### config.mk
export PLATFORM = sky130hd
export DESIGN_NAME = audio_i2s_tx
export DESIGN_NICKNAME = d
export VERILOG_FILES = /design/src/rtl/audio_i2s_tx.sv
export SDC_FILE = /design/constraint.sdc
export NUM_CORES = 1
export LEC_CHECK = 0
export CAP_MARGIN = 20
export CORE_MARGIN = 2
export CORE_UTILIZATION = 45
export CTS_BUF_LIST = sky130_fd_sc_hd__clkbuf_4 sky130_fd_sc_hd__clkbuf_8
export DETAILED_ROUTE_END_ITERATION = 6
export GPL_TIMING_DRIVEN = 1
export PLACE_DENSITY = 0.75
export SETUP_SLACK_MARGIN = 0.2
export SYNTH_ARGS = -nofsm -noshare
export SYNTH_HDL_FRONTEND = slang
export SYNTH_SLANG_ARGS = --single-unit
### constraint.sdc
create_clock -name I_clock -period 7.7 [get_ports I_clock]
set_input_delay 0.77 -clock I_clock [delete_from_list [all_inputs] [get_ports I_clock]]
set_output_delay 0.77 -clock I_clock [all_outputs]
set_load 0.05 [all_outputs]
### src/rtl/audio_i2s_tx.sv
// I2S transmitter: takes 16-bit stereo pairs over valid/ready and shifts them out MSB-first.
// BCLK and LRCLK come from an integer divider. An empty holding register at a frame boundary repeats the last frame.
module audio_i2s_tx #(
    parameter int BCLK_DIV    = 4,
    parameter int SAMPLE_BITS = 16
) (
    input  logic                   I_clock,
    input  logic                   I_reset,
    input  logic [SAMPLE_BITS-1:0] I_left,
    input  logic [SAMPLE_BITS-1:0] I_right,
    input  logic                   I_valid,
    output logic                   O_ready,
    output logic                   O_bclk,
    output logic                   O_lrclk,
    output logic                   O_sdata,
    output logic                   O_underrun
);
    localparam int W  = SAMPLE_BITS;
    localparam int KW = $clog2(2 * W);
    localparam int CW = (BCLK_DIV > 1) ? $clog2(BCLK_DIV) : 1;

    localparam logic [CW-1:0] CNT_LAST = CW'(BCLK_DIV - 1);
    localparam logic [KW-1:0] K_LAST   = KW'(2 * W - 1);
    localparam logic [KW-1:0] K_W      = KW'(W);
    localparam logic [KW-1:0] K_LR_LO  = KW'(W - 1);
    localparam logic [KW-1:0] K_LR_HI  = KW'(2 * W - 2);

    logic [CW-1:0] cnt_q, cnt_d;
    logic          bclk_q, bclk_d;
    logic [KW-1:0] k_q, k_d;
    logic [W-1:0]  frame_l_q, frame_l_d, frame_r_q, frame_r_d;
    logic [W-1:0]  hold_l_q, hold_l_d, hold_r_q, hold_r_d;
    logic          hold_full_q, hold_full_d;
    logic          ready_q, ready_d;
    logic          lrclk_q, lrclk_d;
    logic          sdata_q, sdata_d;
    logic          underrun_q, underrun_d;
    logic          fall_s, accept_s;

    // Select bit i of v with a loop so the index width never has to match the vector width.
    function automatic logic pick_bit(input logic [W-1:0] v, input logic [KW-1:0] i);
        logic r;
        r = 1'b0;
        for (int b = 0; b < W; b++) begin
            if (KW'(b) == i) begin
                r = v[b];
            end else begin
                r = r;
            end
        end
        return r;
    endfunction

    // Divider, slot counter, handshake and frame load.
    always_comb begin
        cnt_d       = cnt_q;
        bclk_d      = bclk_q;
        k_d         = k_q;
        frame_l_d   = frame_l_q;
        frame_r_d   = frame_r_q;
        hold_l_d    = hold_l_q;
        hold_r_d    = hold_r_q;
        hold_full_d = hold_full_q;
        lrclk_d     = lrclk_q;
        sdata_d     = sdata_q;
        underrun_d  = 1'b0;

        fall_s   = (cnt_q == CNT_LAST) && bclk_q;
        accept_s = I_valid && ready_q;

        if (cnt_q == CNT_LAST) begin
            cnt_d  = {CW{1'b0}};
            bclk_d = ~bclk_q;
        end else begin
            cnt_d  = cnt_q + CW'(1);
        end

        if (accept_s) begin
            hold_l_d    = I_left;
            hold_r_d    = I_right;
            hold_full_d = 1'b1;
        end else begin
            hold_l_d    = hold_l_q;
        end

        if (fall_s) begin
            if (k_q == K_LAST) begin
                k_d = {KW{1'b0}};
                // The load only ever sees the holding register as it was before this edge: no bypass.
                if (hold_full_q) begin
                    frame_l_d   = hold_l_q;
                    frame_r_d   = hold_r_q;
                    hold_full_d = 1'b0;
                end else begin
                    underrun_d  = 1'b1;
                end
            end else begin
                k_d = k_q + KW'(1);
            end
            lrclk_d = (k_d >= K_LR_LO) && (k_d <= K_LR_HI);
            if (k_d < K_W) begin
                sdata_d = pick_bit(frame_l_d, K_LR_LO - k_d);
            end else begin
                sdata_d = pick_bit(frame_r_d, K_LAST - k_d);
            end
        end else begin
            k_d = k_q;
        end

        ready_d = ~hold_full_d;
    end

    // State registers.
    always_ff @(posedge I_clock or negedge I_reset) begin
        if (!I_reset) begin
            cnt_q       <= {CW{1'b0}};
            bclk_q      <= 1'b0;
            k_q         <= K_LAST;
            frame_l_q   <= {W{1'b0}};
            frame_r_q   <= {W{1'b0}};
            hold_l_q    <= {W{1'b0}};
            hold_r_q    <= {W{1'b0}};
            hold_full_q <= 1'b0;
            ready_q     <= 1'b1;
            lrclk_q     <= 1'b0;
            sdata_q     <= 1'b0;
            underrun_q  <= 1'b0;
        end else begin
            cnt_q       <= cnt_d;
            bclk_q      <= bclk_d;
            k_q         <= k_d;
            frame_l_q   <= frame_l_d;
            frame_r_q   <= frame_r_d;
            hold_l_q    <= hold_l_d;
            hold_r_q    <= hold_r_d;
            hold_full_q <= hold_full_d;
            ready_q     <= ready_d;
            lrclk_q     <= lrclk_d;
            sdata_q     <= sdata_d;
            underrun_q  <= underrun_d;
        end
    end

    assign O_ready    = ready_q;
    assign O_bclk     = bclk_q;
    assign O_lrclk    = lrclk_q;
    assign O_sdata    = sdata_q;
    assign O_underrun = underrun_q;

endmodule

# == Word level (Yosys, flattened, before mapping) ==
# Cells that the tools add are included.
# totals
ff_bits,77
inputBits,35
word_cells,105
output_inout_bits,5
# op_classes
mux,47
reduce_logical,5
eq_ne,32
addsub,4
bitwise,2
magnitude_cmp,3
# ops
op,count
"4-bit by 5-bit == test with 1-bit output, first input constant",16
16-bit 2-to-1 mux,4
"3-bit by 5-bit == test with 1-bit output, first input constant",8
1-bit 2-to-1 mux,40
"2-bit by 5-bit == test with 1-bit output, first input constant",4
"1-bit by 5-bit == test with 1-bit output, first input constant",2
5-bit zero test,2
5-bit 2-to-1 mux,2
"5-bit by 1-bit adder with 5-bit output, second input constant",1
"5-bit == test, second input constant",1
"5-bit by 4-bit >= comparator with 1-bit output, second input constant",1
"5-bit less-or-equal comparator, second input constant",1
"5-bit < comparator, second input constant",1
"4-bit by 5-bit subtractor with 5-bit output, first input constant",1
"5-bit subtractor, first input constant",1
1-bit logical AND,3
"2-bit by 1-bit adder with 2-bit output, second input constant",1
"2-bit == test, second input constant",1
2-bit 2-to-1 mux,1
1-bit inverter,2

# == Longest topological paths before layout ==
# logic_depth
ltp_word,22
mapped_depth,13
ltp_nobuf,9

# == Least setup slack after synthesis ==
# Ideal clock, no wire load.
# synth_timing
kind,register to register
start,reg k_q[0]
end,"reg sdata_q, in the netlist O_sdata"
n_path_buf,3
setup_slack_ns,4.438
arrival_ns,3.138
synth_period_minus_slack_ns,3.262
t_required_ns,7.576
setup_ns,0.124
stages_incl_launch_ff,13
path_cell_list,dfstp_2 ha_1 buf_2 clkbuf_1 and3_1 ha_1 and2_1 buf_2 mux2_2 a21oi_1 o22ai_1 o311a_1 a211o_1
# synth_between
elab_chain_len,22
# synth_lines
item,line,text
"start, declared",30,"logic [KW-1:0] k_q, k_d;"
"start signal, assigned",131,k_q <= k_d;
5-bit by 1-bit adder with 5-bit output / 5-bit == test (equally long branches),"98, 87",
5-bit 2-to-1 mux,87,if (k_q == K_LAST) begin
5-bit 2-to-1 mux,86,if (fall_s) begin
5-bit subtractor / 4-bit by 5-bit subtractor with 5-bit output (equally long branches),"104, 102",
5-bit zero test,45,if (KW'(b) == i) begin
1-bit 2-to-1 mux (16 in series),45,
1-bit 2-to-1 mux (*),101,if (k_d < K_W) begin
"end signal, assigned",139,sdata_q <= sdata_d;
"end, declared",36,"logic sdata_q, sdata_d;"
# Every way passes the cells marked *; elsewhere a longest branch is shown, timed or not. The select of a mux whose other input is x is not followed.
# A chain may end at the register's enable or synchronous reset.

# == Worst setup path after layout ==
# Ends and elaborated chain as after synthesis.

==> flow_metrics.py <==
metrics = {
    "run_status": {
        "outcome": "completed",
    },
    "power_and_ir_drop": {
        "powerDensity_nw_per_um2": 212,
        "p_leak_nw": 1.98,
        "ir_drop_mv": 0.116,
    },
    "logic_synthesis": {
        "async_flop_share": 1.00,
        "synthSimpleGateAreaFrac": 0.0839,
        "ys_seq_area_frac": 0.501,
        "synth_seq_cells": 77,
        "synth_cells": 325,
        "synthMuxAreaShare": 0.217,
        "syn_area_um2": 3860,
        "yosysWarnings": 0,
        "synthFlopType": "dfrtp_1",
        "synthXorXnorAreaFrac": 0.00454,
        "synth_edf_count": 0,
        "synth-compound-area-share": 0.140,
        "synth_top_family_by_area": "multiplexers",
        "yosysUniqueCellTypes": 57,
        "synth-adder-area-share": 0.0194,
        "syn_nets": 366,
        "synth.avg_cell_area_um2": 11.9,
    },
    "clock_tree": {
        "cts_tree": "built",
        "insertion_delay_ps": 360,
        "post-cts-setup-buffer-count": 0,
        "cts_root_buf": "clkbuf_8",
        "clk_path_buf_depth": 2,
        "hold_buffers": 0,
        "numCtsBuffers": 9,
        "cts_resized": 0,
        "clk_pin_slew_worst_paths_ps": 80,
        "cts.sinks": 77,
        "htree_levels": 3,
    },
    "hold_path": {
        "holdCritPathClass": "reg -> reg",
    },
    "cells_and_area": {
        "layout-area-overhead-vs-synth_pct": 17.3,
        "utilization": 0.549,
        "layout-drive-gt1-share": 0.287,
        "diodes": 0,
        "stdcell_area_um2": 4530,
        "nets": 395,
        "n_fill_cell": 718,
    },
    "worst_setup_path": {
        "crit_required_ps": 7940,
        "cp_max_fo": 26,
        "critical_path.endpoint_type": "register",
        "crit_type": "reg -> reg",
        "arrival_ps": 4300,
        "start_kind": "register",
    },
    "route": {
        "antenna_left": 0,
        "postRouteWirelength_um": 7580,
        "vias": 2746,
        "route.detailed.drc": 0,
        "vias_per_cell": 5.92,
        "first_pass_iters": 4,
        "avgRoutedWirePerCell_um": 16.3,
        "dr.first_iter.drc_count": 199,
    },
    "placed_design": {
        "placed_area_um2": 4300,
        "pre_cts_ws_ps": 3670,
        "gp_congestion": 0.899,
        "hpwl_um": 5190,
        "io_buffers": 39,
    },
    "sta": {
        "timing.setup.tns_ps": 0,
        "setup_viol": 0,
        "maxSlewHeadroom": 0.373,
        "hold_slack_ps": 432,
        "max_freq_mhz": 247,
        "finClkSkew_ps": 7.88,
        "tightest_slew_ps": 941,
        "min_period_ps": 4060,
        "fin_crit_sh": 0.527,
        "slew_violations": 0,
        "hold_viol": 0,
        "setup_slack_ps": 3640,
        "rsz0062_at_grt": "false",
    },
    "global_routing": {
        "met1_usage": 0.232,
        "grt-ovfl-total": 0,
        "grt_pass1_vias": 2811,
        "grt_pass1_wl_um": 13200,
        "use_met2": 0.272,
        "grt_max_degree": 78,
        "grt_util_all_layers": 0.172,
        "grt-busiest-layer": "met2",
        "antenna_found_initial": 0,
        "met3_usage": 0.0397,
    },
    "floorplanning": {
        "start_util": 0.468,
        "dieArea_um2": 9340,
        "fp.dieW_um": 96.6,
        "die_height_um": 96.6,
        "core_um2": 8260,
        "ios": 40,
        "core.rowCount": 33,
    },
    "run": {
        "timing.max_cap.violations": 0,
    },
}
-- cell families after synthesis --
kind of cell / count (synthesis)
AOI/OAI and AO/OA: 72
xor gates and xnor gates: 2
buffers and inverters: 32
DFF: 77
and+or+nand+nor: 61
adders and majority gates: 6
muxes: 75
-- path summary, 6_finish.rpt --
check | from | slack [ps] | endpoint | depth (start not counted)
setup reg to reg | k_q[0] | 3640 | O_sdata | 10
setup / recovery | k_q[0] | 3640 | O_sdata | 10
hold reg to reg | cnt_q[0] | 430 | cnt_q[0] | 1
hold / removal | cnt_q[0] | 430 | cnt_q[0] | 1
max in group asynchronous | I_reset | 6530 | frame_r_q[8] | 1
min in group asynchronous | I_reset | 570 | hold_r_q[14] | 1
-- flip-flops by register name (all words and copies together) (netlist names) --
name	count
frame_r_q	16
hold_r_q	16
O_lrclk	1
k_q	5
hold_l_q	16
O_sdata	1
cnt_q	2
O_ready	1
hold_full_q	1
frame_l_q	16
O_underrun	1
O_bclk	1
-- synthesized netlist by cell type, types with 2 or more instances --
cell | instances | share of area
and3_1 | 8 | 0.013
clkbuf_1 | 16 | 0.016
and2_1 | 2 | 0.0032
nor3b_1 | 2 | 0.0039
a21bo_2 | 3 | 0.0078
o22ai_1 | 4 | 0.0065
mux2_2 | 70 | 0.20
and4_1 | 2 | 0.0045
buf_1 | 3 | 0.0029
o41ai_1 | 2 | 0.0045
xor2_1 | 2 | 0.0045
o21ai_0 | 10 | 0.013
a31oi_1 | 7 | 0.011
ha_1 | 6 | 0.019
dfstp_2 | 6 | 0.041
o311a_1 | 2 | 0.0052
a21oi_1 | 9 | 0.012
inv_1 | 8 | 0.0078
mux2i_1 | 5 | 0.013
a211oi_1 | 4 | 0.0078
nor3_1 | 4 | 0.0052
nor2b_1 | 4 | 0.0065
nor2_1 | 4 | 0.0039
o211ai_1 | 4 | 0.0078
dfrtp_1 | 71 | 0.46
a21boi_0 | 2 | 0.0039
a311oi_1 | 3 | 0.0068
o2111ai_1 | 2 | 0.0045
nand2_1 | 22 | 0.021
buf_2 | 4 | 0.0052
a221o_1 | 2 | 0.0052
nand3_1 | 7 | 0.0091
-- cell type report --
| cell class | instances | area (um2) | area share |
|---|---|---|---|
| flip-flops and latches | 77 | 1930 | 0.427 |
| repair buffers | 42 | 410 | 0.0906 |
| clock inverters | 4 | 70.1 | 0.0155 |
| clock buffers | 12 | 159 | 0.0351 |
| well taps | 105 | 131 | 0.0290 |
| multi-input cells | 216 | 1800 | 0.396 |
| inverters | 8 | 30.0 | 0.00663 |
-- per-layer routing --
layer	vias to the layer above	routed length, um	part of all wire
met2	69	3640	0.48
met1	1380	3370	0.45
met5	-	0	0
met3	16	403	0.053
li1	1281	-	-
met4	0	161	0.021
-- worst max-delay path, cell delays in order (launching register included) --
cell and delay [ps]:
dfstp_2 620, ha_1 630, and3_1 270, ha_1 140, buf_4 250, and2_1 680, mux2_2 410, a21oi_1 190
o22ai_1 100, o311a_1 370, a211o_1 260
-- cell usage in the layout (no fill, tap or decap), types with 2 or more instances in the layout --
master,Yosys,routed
a311oi_1,3,3
bufinv_16,0,2
inv_1,8,8
a31oi_1,7,7
xor2_1,2,2
clkdlybuf4s50_1,0,38
o2111ai_1,2,2
a21boi_0,2,2
a21oi_1,9,9
nor2b_1,4,4
and4_1,2,2
o22ai_1,4,4
buf_4,0,4
and2_1,2,2
nor2_1,4,4
dfstp_2,6,6
mux2i_1,5,5
o311a_1,2,2
nand3_1,7,7
nor3_1,4,4
ha_1,6,6
mux2_2,70,70
nor3b_1,2,2
nand2_1,22,22
and3_1,8,8
o41ai_1,2,2
a21bo_2,3,3
a221o_1,2,2
o21ai_0,10,10
clkbuf_8,0,11
a211oi_1,4,4
o211ai_1,4,4
dfrtp_1,71,71
clkinv_2,0,2
-- metrics by stage --
stage / total power, mW / instances
finish: 0.961 / 464
global route: 1.01 / 464
CTS: 0.974 / 464
detailed placement: 0.629 / 448
global placement: 0.622 / 448
floorplan: 0.576 / 325
-- power by group --
part	total, mW	internal, mW	switching [mW]	leakage [nW]
Sequential	0.521	0.471	0.0499	0.975
Clock	0.344	0.203	0.141	0.120
Combinational	0.0966	0.0673	0.0293	0.882
Note: power is estimated with default switching activity, not from simulation.
==> variant (same settings) <==
Set the parameter `BCLK_DIV` to 2 (it was 4).
--- a/src/rtl/audio_i2s_tx.sv
+++ b/src/rtl/audio_i2s_tx.sv
@@ -1,7 +1,7 @@
 // I2S transmitter: takes 16-bit stereo pairs over valid/ready and shifts them out MSB-first.
 // BCLK and LRCLK come from an integer divider. An empty holding register at a frame boundary repeats the last frame.
 module audio_i2s_tx #(
-    parameter int BCLK_DIV    = 4,
+    parameter int BCLK_DIV    = 2,
     parameter int SAMPLE_BITS = 16
 ) (
     input  logic                   I_clock,
Function: changed (Yosys sat finds a counterexample within 4 cycles, from zero or initial values and one cycle with I_reset low).
==> variant against the unedited design <==
Worst setup slack better by 0.36 ns. Synthesized area is 1.7% lower. Power is 2.1% higher. Count of clock-buffer cells in the layout is 2 lower. Wire length is 4.3% lower. Sequential cell count is 1 lower. Design area is 1.3% lower. Clock power is 6.1% higher.
==> variant: results (changes against the unedited design) <==
| Metric | Value |
|---|---|
| Outcome | complete, no violations |
| Routability cong. | 0.931 (+3.6%) |
| Multi-input logic cell count | 205 (-5.1%) |
| Sequential fraction of the synthesis area | 0.503 (+0.00183) |
| Finished Cell Area | 4470 um^2 (-1.3%) |
| Cell Int Power | 757 uW (+2.1%) |
| Number of clock-tree buffers in the layout | 10 (-2) |
| Buffer share of cell area | 0.0901 (-0.000513) |
| Cell Pwr Density | 220 nW/um^2 (+3.5%) |
| Syn avg cell area | 12.2 um^2 (+2.8%) |
| Non-Clock Buffer Count | 41 (-2.4%) |
| P_leak | 1.88 nW (-4.7%) |
| Routed len/inst | 16.0 um (-2.2%) |
| Worst Setup SP | k_q[0]$_DFFE_PN1P_ |
| # nets final | 385 (-2.5%) |
| Post-CTS setup buffer count | 0 (unchanged) |
| Root Buffer | clkbuf_8 |
| Post-Syn Nets | 352 (-3.8%) |
| CP max FO | 27 (+3.8%) |
| Post-Synth XOR/XNOR Area | 0.00461 (+0.0000762) |
| Critical Path AT | 3.91 ns (-0.39 ns) |
| Adder-cell share of the synthesized area | 0.0198 (+0.000326) |
| Multi-input gate area in the final layout | 1740 um^2 (-3.1%) |
| Placed Area | 4220 um^2 (-1.8%) |
| Layout cells sized above 1 | 0.284 (-0.00324) |
| Synth top cells by count | 70 x dfrtp_1, 67 x mux2_2, 16 x nand2_1 |
| Total GRT Usage | 0.180 (+0.00777) |
| Seq. pwr | 520 uW (about the same) |
| DR pass1 iterations | 4 (unchanged) |
| Clock Skews | 0.00586 ns (-0.00202 ns) |
| Filler-free cell count of the finished design | 454 (-2.2%) |
| Min-Delay Endpoint | cnt_q$_DFF_PN0_ |
| R2R depth | 8 (-2) |
| 1st-iter DRT viols | 181 (-9.0%) |
| Synth unique cells | 49 (-14%) |
| Worst vdd ir | 0.189 mV (+63%) |
| # fillers | 675 (-6.0%) |
| Top area cells in the synthesized netlist | dfrtp_1 46%, mux2_2 20%, dfstp_2 4.2%, mux2i_1 2.9%, ha_1 2.0% |
| DP Worst Slack | 4.07 ns (+0.398 ns) |
| Mux contribution to synthesized area | 0.239 (+0.0224) |
| CTS resizes | 0 (unchanged) |
| First-pass GRT wire length | 12600 um (-4.7%) |
| Seq area share | 0.427 (about the same) |
| HP Start | cnt_q$_DFF_PN0_ |
| DP HPWL | 5120 um (-1.4%) |
| Worst R2R Start | k_q[0]$_DFFE_PN1P_ |
| # H-tree levels | 3 (unchanged) |
| Vias per cell | 5.71 (-3.5%) |
| Max Buffers Root-to-Sink | 2 (unchanged) |
| Vias in the first global route | 2603 (-7.4%) |
| Async set or reset register ratio after synthesis | 1.00 (unchanged) |
| Number of signal-net inverters in the final layout | 11 (+3) |
| Worst hold slack | 0.475 ns (+0.0436 ns) |
| Hold path cells | 1 (unchanged) |
| Largest net degree at the start of global routing | 77 (-1.3%) |
| ClkCell Share | 0.0557 (+0.00513) |
| Slew HR | 0.392 (+0.0196) |
| Cells after DPL | 438 (-2.2%) |
| Num sequential | 76 (-1.3%) |
| Area fraction in compound gates after synthesis | 0.131 (-0.00885) |
## variant: cell types whose count changed after synthesis, moves of 3 or more
cell	unedited run	this run
buf_1	3	0
nand3_1	7	11
clkbuf_1	16	12
a311oi_1	3	0
nor3_1	4	1
and3_1	8	4
nand2_1	22	16
mux2_2	70	67
mux2i_1	5	11
a21o_1	0	3
## variant: critical path: stages, from the launching register on
cell	delay, ns
dfstp_2	0.60
ha_1	0.28
and3_1	0.19
ha_1	0.69
and2_4	0.50
mux4_2	0.56
a221o_1	0.37
a32oi_1	0.23
o211ai_1	0.12
## variant: per-layer routing
metal | share of wire | vias to the layer above | GRT usage
met5 | 0 | - | 0
met4 | 0.019 | 0 | 0.0619
met3 | 0.054 | 13 | 0.0540
met2 | 0.48 | 84 | 0.288
met1 | 0.44 | 1272 | 0.235
li1 | - | 1223 | -
